### src/rtl/noise61_pkg.sv
// Shared definitions for the 61-bit noise LFSR: length, taps, reference seed,
// checker state encoding and the single-step advance function.
package noise61_pkg;

   localparam int LFSR_LEN = 61;
   localparam int TAP_A    = 60;
   localparam int TAP_B    = 59;
   localparam int TAP_C    = 45;
   localparam int TAP_D    = 44;

   localparam logic [LFSR_LEN-1:0] REF_SEED = 61'h0C2887F2CB7DB6FE;

   typedef enum logic [2:0] {
      ACQ   = 3'd0,
      LOAD  = 3'd1,
      TRACK = 3'd2,
      STEP  = 3'd3,
      CMP   = 3'd4
   } state_t;

   // One-bit advance: left shift, feedback bit enters at bit 0.
   function automatic logic [LFSR_LEN-1:0] lfsr61_step(input logic [LFSR_LEN-1:0] s);
      return {s[LFSR_LEN-2:0], s[TAP_A] ^ s[TAP_B] ^ s[TAP_C] ^ s[TAP_D]};
   endfunction

endpackage

### src/rtl/lfsr61_core.sv
// Serial 61-bit LFSR stepper with a parallel load port. Load wins over step.
module lfsr61_core
   import noise61_pkg::*;
(
   input  logic                clk,
   input  logic                rst_n,
   input  logic                load,
   input  logic [LFSR_LEN-1:0] load_val,
   input  logic                step,
   output logic [LFSR_LEN-1:0] sr
);

   // LFSR state: cleared on reset, loaded from acquisition, or advanced one bit.
   always_ff @(posedge clk or negedge rst_n) begin
      if (!rst_n)
         sr <= '0;
      else if (load)
         sr <= load_val;
      else if (step)
         sr <= lfsr61_step(sr);
   end

endmodule

### config.mk
export PLATFORM = sky130hd
export DESIGN_NAME = lfsr61_core
export DESIGN_NICKNAME = d
export VERILOG_FILES = /design/src/rtl/noise61_pkg.sv /design/src/rtl/lfsr61_core.sv
export SDC_FILE = /design/constraint.sdc
export NUM_CORES = 1
export LEC_CHECK = 0
export CORE_MARGIN = 5
export CORE_UTILIZATION = 46
export CTS_CLUSTER_DIAMETER = 60
export DETAILED_ROUTE_END_ITERATION = 12
export GPL_TIMING_DRIVEN = 0
export MAX_ROUTING_LAYER = met4
export PLACE_DENSITY = 0.86
export SYNTH_ARGS = -nofsm -noshare
export SYNTH_HDL_FRONTEND = slang
export SYNTH_SLANG_ARGS = --single-unit
### constraint.sdc
create_clock -name clk -period 2.45 [get_ports clk]
set_clock_uncertainty 0.1 [all_clocks]
set_input_delay 0.3675 -clock clk [delete_from_list [all_inputs] [get_ports clk]]
set_output_delay 0.3675 -clock clk [all_outputs]
set_load 0.02 [all_outputs]
Word-level counts from Yosys, hierarchy flattened
Index checks and enable logic that the tools add are counted.
{"block": "word_totals", "regBits": 61, "in_bits": 65, "wordCells": 7}
{"block": "classes", "reduce_logical": 1, "muxes": 2, "n_bitwise": 3}
{"op": "two-way mux 61 bit", "n": 2}
{"op": "XOR 1 bit", "n": 3}
{"op": "nonzero test 2 bit", "n": 1}

Longest topological paths before layout
{"block": "logic_depth", "word_depth": 5, "mapped_depth": 5}

Least setup slack after synthesis
Ideal clock, no wire load.
{"block": "synth_path", "kind": "input port to flip-flop", "start": "input port step", "end": "register sr[47]", "required_ps": 2230, "n_path_buf": 2, "path_slack_ps": 1316, "path_stages": 4, "setup_ps": 120, "arrival_ps": 914, "path_cell_list": "buf_6 buf_8 mux2i_1 o21ai_2"}
{"block": "synth_via", "elab_chain_cells": 1}
{"element": "from (decl)", "line": "lfsr61_core.sv:9", "text": "input logic step,"}
{"element": "nonzero test 2 bit (no source line)"}
{"element": "to (signal assigned)", "line": "lfsr61_core.sv:18", "text": "sr <= load_val;"}
{"element": "to (signal assigned)", "line": "lfsr61_core.sv:20", "text": "sr <= lfsr61_step(sr);"}
{"element": "to (decl)", "line": "lfsr61_core.sv:10", "text": "output logic [LFSR_LEN-1:0] sr"}
Every way passes these cells.
A chain may end at the register's enable or synchronous reset.

Worst setup path after layout
{"block": "layout_path", "start": "register sr[45]", "end": "output port sr[45]"}
No word-level cell between the ends.

==> metrics.md <==
| Metric | Value |
|---|---|
| Synthesized net count | `333` |
| CP top delay family | `buffers and inverters` |
| Yosys reg bits | `61` |
| Synthesized cell area | `2910 um2` |
| Area taken by multi-input logic gates | `1210 um2` |
| Placeable Area | `~6200 um2` |
| Setup Fix Bufs, Post-CTS | `0` |
| Die Ht | `around 90 um` |
| Max_cap viols | `0` |
| Worst path slowest cell | `clkdlybuf4s50_1` |
| Pre-CTS setup slack | `927 ps` |
| Slew at the pin with the worst max-slew slack | `between 700 and 800 ps` |
| Arrival time at the worst endpoint | `roughly 1400 ps` |
| Clock Power Share | `between 20% and 30%` |
| Largest regs | `sr (61)` |
| Fin nets | `~470` |
| Period minus WS final | `1880 ps` |
| Worst hold margin | `-9.82 ps` |
| Initial DRC Count | `70` |
| Critical path buffer and inverter count | `1` |
| CTS Buf Count | `9` |
| Post-DP Area | `4260 um2` |
| Storage element area | `about 1500 um2` |
| Power consumption | `roughly 2.8 mW` |
| CP Cell Sequence | `clkdlybuf4s50_1` |
| Max reg flops | `~60` |
| Clock net sink count | `61` |
| GRT overflow | `0` |
| Number of core rows | `29` |
| Unrepaired setup endpoints after global routing | `no` |
| Post-DP HPWL | `between 5000 and 6000 um` |
| Sequential share of power | `between 40% and 50%` |
| Largest stage delay, worst path | `~650 ps` |
| Final core occ | `71.1%` |
| Avg WL per Cell | `between 15 and 20 um` |
| Peak VDD IR | `375 uV` |
| Violated checks | `negative hold slack` |
| Synthesized area per cell | `roughly 11 um2` |
| Worst-Skew Late Latency | `330 ps` |
| First-pass GRT wire length | `approximately 12000 um` |
| Inserted Diodes | `0` |
| Root buf cell | `clkbuf_8` |
| Psw | `between 800 and 900 uW` |
| Worst Setup End Kind | `output port` |
| Total Routing Usage GR | `between 20% and 30%` |
| # resized after CTS | `0` |
| Period utilization | `between 70% and 80%` |
| Die area | `8030 um2` |
| Fillers | `~480` |
| Type of the worst min-delay path | `in -> async` |
| Worst setup SP type | `flip-flop` |
| Final design instance area without fill | `roughly 4400 um2` |
| Clock Path Buffers | `2` |
| Comb power frac | `between 20% and 30%` |
| Routed WL | `roughly 7600 um` |
| Antenna-violating nets left | `0` |
| Initial antenna violation count | `0` |
| CTS tree | `done` |
| Outcome | `finished with violations` |
| Hold_buf cts | `0` |
| Max frequency | `about 530 MHz` |
| Htree depth | `3` |
| Slew Viols, Final | `0` |
| WS Path Type | `reg -> out` |
| Internal Power | `around 2 mW` |
| Final Setup Violations | `0` |
| # IOs | `126` |
| Share of layout cells above drive strength 1 | `about a tenth` |
| Worst Path Required | `1980 ps` |
| Sequential cell area fraction in the yosys report | `about 52%` |
| Final GP Congestion | `slightly below 0.8` |
| Non-filler cells, final | `around 480` |
| Clk slew on worst S/H paths | `60 ps` |
| Drt pass-1 iters | `4` |
| IO Port Bufs | `123` |
| Via/cell ratio | `about 5.1` |
| Top reg by flops | `sr` |
| Final setup margin | `approximately 570 ps` |
| Die width | `89.6 um` |
| Starting Density | `between 40 and 50%` |
| Switching Fraction | `between 20 and 30%` |
| Residual DRC count | `0` |
| CP max FO | `4` |
| Vias in the first global route | `2620` |
| PD cells | `about 630 nW/um2` |
| Placed Cells | `approximately 470` |
| Pin count of the biggest net entering global routing | `33` |
| Post-Synthesis Cells | `about 270` |
| Static leakage | `approximately 2 nW` |
| Routed vias | `around 2.5k` |
| R2R Setup Slk | `1370 ps` |
| Yosys warns | `0` |
| Headroom to the max-slew limit | `51.0%` |
| Area Overhead vs Synth | `52.2%` |
| Final hold violations | `14` |
| Unique masters post-synth | `15` |
[synthesized netlist by cell type]
library cell | number | area share [%]
a21oi_1 | 1 | 0.17
buf_4 | 8 | 2.1
buf_6 | 1 | 0.39
buf_8 | 6 | 3.1
clkbuf_1 | 5 | 0.64
dfrtp_1 | 61 | 52
mux2i_1 | 60 | 21
nand2_1 | 60 | 7.7
nor3b_1 | 1 | 0.26
o21ai_0 | 1 | 0.17
o21ai_1 | 52 | 8.9
o21ai_2 | 8 | 2.4
or2b_1 | 1 | 0.26
xnor2_1 | 1 | 0.30
xor2_1 | 2 | 0.60
[cells by family after synthesis]
| kind of cell | after synthesis | share of synthesized area (%) |
|---|---|---|
| AOI/OAI and AO/OA | 62 | 11.7 |
| xor gates and xnor gates | 3 | 0.902 |
| buffers and inverters | 20 | 6.18 |
| DFF | 61 | 52.4 |
| muxes | 60 | 20.6 |
| and+or+nand+nor | 62 | 8.24 |
[stage by stage]
step                      hold slack (ps)  setup TNS (ps)
final                               -9.82               0
after CTS                            7.57               0
after floorplan                     -28.1               0
after detailed placement              376               0
after global routing                 46.1               0
after global placement                459          -61010
[final cells by class]
cell class	count	share of cell area (%)
sequential	61	34.4
timing repair buffer	124	28.1
tap	77	2.17
clock inverter	1	0.113
clock buffer	14	3.89
multi-input combinational	187	27.2
buffer	20	4.06
[power by group through the flow]
stage | Combinational, mW | Clock (mW) | Sequential [mW]
after floorplan | 0.242 | 0 | 1.34
after global placement | 0.753 | 0 | 1.22
after detailed placement | 0.768 | 0 | 1.22
after CTS | 0.770 | 0.835 | 1.20
after global routing | 0.817 | 0.882 | 1.22
final | 0.760 | 0.814 | 1.20
[worst reg2reg max path: cells and delay by family, from the launching register on]
kind	cells	cell delay [ps]
DFF	1	420
AOI/OAI and AO/OA	1	80
xor gates and xnor gates	2	370
[path summary, 6_finish.rpt]
kind / startpoint / endpoint / cells past startpoint
max: sr[45]$_DFFE_PN0P_ / sr[45] / 1
min: rst_n / sr[50]$_DFFE_PN0P_ / 1
max reg2reg: sr[59]$_DFFE_PN0P_ / sr[0]$_DFFE_PN0P_ / 3
min reg2reg: sr[0]$_DFFE_PN0P_ / sr[1]$_DFFE_PN0P_ / 2
max in group asynchronous: rst_n / sr[26]$_DFFE_PN0P_ / 2
min in group clk: load / sr[0]$_DFFE_PN0P_ / 3
[layout by cell type, fill, tap and decap left out]
master	netlist	layout
clkdlybuf4s50_1	0	122
buf_4	8	8
buf_8	6	6
xor2_1	2	2
nor3b_1	1	1
o21ai_0	1	1
buf_12	0	1
o21ai_2	8	8
clkbuf_1	5	7
a21oi_1	1	1
buf_2	0	1
nand2_1	60	60
mux2i_1	60	60
o21ai_1	52	52
buf_6	1	1
clkbuf_8	0	12
clkinv_2	0	1
xnor2_1	1	1
dfrtp_1	61	61
or2b_1	1	1
[routing by layer]
metal	global-route usage, %	wire [um]	share of wire (%)	vias to the layer above
met5	-	0	0	-
met4	9.47	123	1.6	0
met3	4.47	588	7.8	12
met1	24.5	3340	44	1182
met2	31.8	3530	47	92
li1	-	-	-	1187
Note: power is estimated with default switching activity, not from simulation.
==> variant 1: new RTL, config.mk and constraints unchanged <==
The package constant `LFSR_LEN` goes from 61 to 122.
--- a/src/rtl/noise61_pkg.sv
+++ b/src/rtl/noise61_pkg.sv
@@ -2,7 +2,7 @@
 // checker state encoding and the single-step advance function.
 package noise61_pkg;
 
-   localparam int LFSR_LEN = 61;
+   localparam int LFSR_LEN = 122;
    localparam int TAP_A    = 60;
    localparam int TAP_B    = 59;
    localparam int TAP_C    = 45;
Interface: changed (resized load_val and sr); port bits go from 126 to 248. The function was not compared with the original's and may differ.
==> variant 1 against the original RTL <==
- routed wire length up 130%
- worst setup slack worse by 84 ps
- final cell count up 100%
- sequential share of layout area down 0.14 points
- sequential cell count up 61
- total power up 120%
- cell area up 100%
- area after synthesis up 95%
- global-route usage up 4.0 points
- die area up 82%
- worst hold slack better by 300 ps
- critical path type unchanged
- critical endpoint is now sr[44]
- highest routed layer unchanged
==> variant 1: results (changes against the original RTL) <==
initial antenna violation count 0 (unchanged); sequential area share after synthesis 0.538 (+0.0146); Synth cell types 14 (-1); total CTS buffers 17 (+8); clk_lat worst skew 410 ps (+80 ps); Setup Fix Bufs, Post-CTS 0 (unchanged); VDD IR max 412 uV (+10%); first-pass GRT wire length 27000 um (+130%); max incr delay on CP around 660 ps; Data arrival, critical path 1490 ps (+80 ps); status completed; wire per inst 17.6 um (+12%); HP Class input port to asynchronous set/reset pin; Total GRT Usage 0.241 (+0.0402); H-tree depth 4 (+1); top flop regs sr: 122 flops; Syn Nets 659 (+98%); Post-Layout Cell Count 977 (+100%); Ant. Diodes 0 (unchanged); DRC viols 0 (unchanged); crit path max fanout 4 (unchanged); Worst-Margin Slew 543 ps (-192 ps); # nets final 925 (+98%); Post-synth ARST share 1.00 (unchanged); syn_area_per_cell 10.6 um2 (-2.2%); share of cells above drive strength 1 0.0742 (-0.0192); Clk pin slew, worst setup/hold paths ~50 ps; largest net degree at the start of global routing 103 (+210%); vias in the first global route 5362 (+100%); TritonRoute pass-1 iters 4 (unchanged); Synth Area in Compound Gates 0.109 (-0.00823); adder-cell share of the synthesized area 0 (unchanged); Slew Limit Fails 0 (unchanged); GPL Wtd Cong 0.867 (+13%); Post-DP HPWL 12700 um (+130%); I/O Buffers 245 (+99%); Synth Area in XOR/XNOR 0.00463 (-0.00438); main flop type after synthesis dfrtp_1; via count 4992 (+100%); Place WS 829 ps (-98.8 ps); synth top area cells dfrtp_1 54%, mux2i_1 21%, nand2_1 8.0%; Max Buffers Root-to-Sink 2 (unchanged); synth cell count leaders 122 x dfrtp_1, 121 x mux2i_1, 121 x nand2_1, 71 x o21ai_1, 51 x o21ai_0; yosys warns 0 (unchanged); Critical Path Slowest Stage Cell clkdlybuf4s50_1; CTS Root Cell clkbuf_16; post-synthesis mux area share 0.214 (+0.00750); Leak 4.03 nW (+100%); CP top delay family buffers and inverters; placed cell count 947 (+100%); Starting DRT DRC Count 308 (+340%)
==> variant 1: changes by cell type after synthesis, sizes merged <==
cell and delta:
mux2i +61, nand2 +61, or2b -1, clkbuf +4
dfrtp +61, buf +17, nand2b +1, o21ai +61
==> variant 1: cell families after synthesis <==
logic type / count (synthesis)
AOI/OAI and AO/OA: 123
and+or+nand+nor: 123
DFF: 122
muxes: 121
buffers and inverters: 41
xor gates and xnor gates: 3
==> variant 1: metrics by stage <==
| stage | hold slack [ps] | cell area (um2) | utilization |
|---|---|---|---|
| CTS | 263 | 8900 | 0.738 |
| global placement | 455 | 8330 | 0.691 |
| floorplan | -28.1 | 5670 | - |
| detailed placement | 129 | 8360 | 0.693 |
| finish | 292 | 8900 | 0.738 |
| global route | 301 | 8900 | 0.738 |
==> variant 1: layout make-up <==
cell class / instances / area, um2
fill: 827 / 3160
tap: 168 / 210
sequential: 122 / 3050
buffer: 41 / 292
multi-input combinational: 370 / 2330
clock inverter: 2 / 10.0
clock buffer: 27 / 523
timing repair buffer: 247 / 2490
==> variant 1: repair_timing <==
item | CTS | global route
hold endpoints to repair | 20 | 0
resized for setup | 0 | 0
endpoints found under the setup margin | 0 | 0
hold buffers | 1 | 0
==> variant 1: routing by layer <==
| metal | GRT usage | part of all wire | vias to the layer above |
|---|---|---|---|
| li1 | - | - | 2362 |
| met1 | 0.284 | 0.40 | 2402 |
| met2 | 0.387 | 0.50 | 193 |
| met3 | 0.0713 | 0.075 | 35 |
| met4 | 0.102 | 0.028 | 0 |
| met5 | - | 0 | - |
==> variant 1: path summary, 6_finish.rpt <==
check,from,end,slack (ps),cells after the start
max,sr[44],sr[44],490,1
min,rst_n,sr[81],290,2
max reg2reg,sr[45],sr[0],1380,3
min in group clk,load,sr[114],290,2
min reg2reg,sr[91],sr[91],480,2
max in group asynchronous,rst_n,sr[18],1180,3
==> variant 1: power by group <==
| part | switching (mW) | total, mW | internal [mW] |
|---|---|---|---|
| Combinational | 0.718 | 1.49 | 0.767 |
| Clock | 0.815 | 2.25 | 1.43 |
| Sequential | 0.189 | 2.42 | 2.23 |
==> variant 2: new RTL, same flow settings <==
Without the edit above. Put one more register stage on the output `sr`, without a reset. The value now appears one clock later.
--- a/src/rtl/lfsr61_core.sv
+++ b/src/rtl/lfsr61_core.sv
@@ -10,14 +10,20 @@
    output logic [LFSR_LEN-1:0] sr
 );
 
+   logic [LFSR_LEN-1:0] sr_s0;
+
    // LFSR state: cleared on reset, loaded from acquisition, or advanced one bit.
    always_ff @(posedge clk or negedge rst_n) begin
       if (!rst_n)
-         sr <= '0;
+         sr_s0 <= '0;
       else if (load)
-         sr <= load_val;
+         sr_s0 <= load_val;
       else if (step)
-         sr <= lfsr61_step(sr);
+         sr_s0 <= lfsr61_step(sr_s0);
+   end
+
+   always_ff @(posedge clk) begin
+      sr <= sr_s0;
    end
 
 endmodule
Function: changed (a bounded check fails within 4 cycles, from zero or initial values and one cycle with rst_n low).
==> variant 2 against the original RTL <==
- sequential cell count is 61 higher
- clock power grew to 3.2 times the old value
- sequential share of layout area is 10 points higher
- total power is 100% higher
- cell area is 39% higher
- area after synthesis is 42% higher
- routed wire length is 25% higher
- worst setup slack worse by 35 ps
- synthesized cell count is 23% higher
==> variant 2: results (changes against the original RTL) <==
status completed; Post-DP HPWL 6610 um (+19%); CP endpoint sr[60]; P_sw 1.38 mW (+69%); H-tree depth 4 (+1); sequential area share after synthesis 0.664 (+0.141); initial antenna violation count 0 (unchanged); Place WS 1050 ps (+126 ps); Critical Path Slowest Stage Cell clkdlybuf4s50_1; met3 WL 567 um (-3.6%); Leak 2.73 nW (+36%); share of cells above drive strength 1 0.117 (+0.0239); Peak Freq 0.523 GHz (-1.8%); synth cell count leaders 61 x dfrtp_1, 61 x dfxtp_1, 60 x mux2i_1, 60 x nand2_1, 52 x o21ai_1; Fill cells 610 (+28%); max incr delay on CP 610 ps (-40 ps); via count 2932 (+19%); crit path max fanout 1 (-3); vias in the first global route 3153 (+20%); total CTS buffers 17 (+8); first-pass GRT wire length 15700 um (+31%); Post-synth ARST share 0.500 (-0.500); TritonRoute pass-1 iters 4 (unchanged); VDD IR max 637 uV (+70%); hold path start load; Critical R2R Launch sr_s0[59]; hold slack final 106 ps (+116 ps); final hold violations 0 (-14); Total Wirelength 9480 um (+25%); met2 wire len 4660 um (+32%); area of the multi-input gates 1210 um2 (unchanged); Cell Area, Placed 5520 um2 (+30%); Total GRT Usage 0.184 (-0.0174); main flop type after synthesis dfxtp_1; Syn Nets 394 (+18%); # nets final 538 (+15%); HP Class input port to flip-flop; top flop regs sr: 61 flops, sr_s0: 61 flops; WHS Endpoint sr_s0[0]; Synth cell types 16 (+1); WL met1 4160 um (+24%); reg2reg end sr_s0[0]; max_slew headroom 0.418 (-0.0918); CP Launch Point sr[60]; Ant. Diodes 0 (unchanged); Data arrival, critical path 1450 ps (+40 ps); CTS Root Cell clkbuf_8; Starting DRT DRC Count 124 (+77%); largest net degree at the start of global routing 37 (+12%); r2r setup slk approximately 1400 ps; synth top area cells dfrtp_1 37%, dfxtp_1 30%, mux2i_1 15%; clk_lat worst skew 510 ps (+180 ps); GPL Wtd Cong 0.789 (+2.5%)
-- variant 2: cell types whose count changed in the layout (fill, tap and decap cells not counted) --
cell           before  now
dlygate4sd3_1       0    1
clkbuf_1            7    5
clkinv_4            0    4
clkbuf_8           12    2
clkinv_2            1    2
clkbuf_16           0   16
inv_6               0    1
dfxtp_1             0   61
bufinv_16           0    4
clkinvlp_4          0    3
-- variant 2: stage by stage --
| step | std cells | setup TNS (ps) |
|---|---|---|
| after floorplan | 329 | 0 |
| after global placement | 560 | -64110 |
| after detailed placement | 561 | 0 |
| after CTS | 594 | 0 |
| after global routing | 594 | 0 |
| final | 594 | 0 |
-- variant 2: cell families (layout without fill, tap and decap cells) --
logic type / after synthesis / count (layout) / synth area share
AOI/OAI and AO/OA: 62 / 62 / 0.0823
xor gates and xnor gates: 3 / 3 / 0.00636
buffers and inverters: 20 / 177 / 0.0436
DFF: 122 / 122 / 0.664
muxes: 60 / 60 / 0.145
and+or+nand+nor: 62 / 62 / 0.0581
-- variant 2: what timing repair did --
item	CTS	global route
endpoints found under the hold margin	35	0
endpoints found under the setup margin	0	0
hold buffers	1	0
-- variant 2: power by group through the flow --
stage	combinational (mW)	sequential, mW	clock (mW)
after floorplan	0.244	2.48	0
after global placement	0.759	2.36	0
after CTS	0.782	2.34	2.61
final	0.771	2.34	2.58
after global routing	0.830	2.36	2.71
after detailed placement	0.775	2.37	0
-- variant 2: cell type report --
class,instances,share of cell area
repair buffers,125,0.204
clock buffers,18,0.0696
clock inverters,14,0.0319
flip-flops and latches,122,0.447
well taps,108,0.0220
plain buffers,20,0.0293
multi-input cells,187,0.196
-- variant 2: layer usage --
layer | up-vias | global-route usage
li1 | 1407 | -
met1 | 1415 | 0.229
met2 | 101 | 0.285
met3 | 9 | 0.0617
met4 | 0 | 0.0575
met5 | - | -
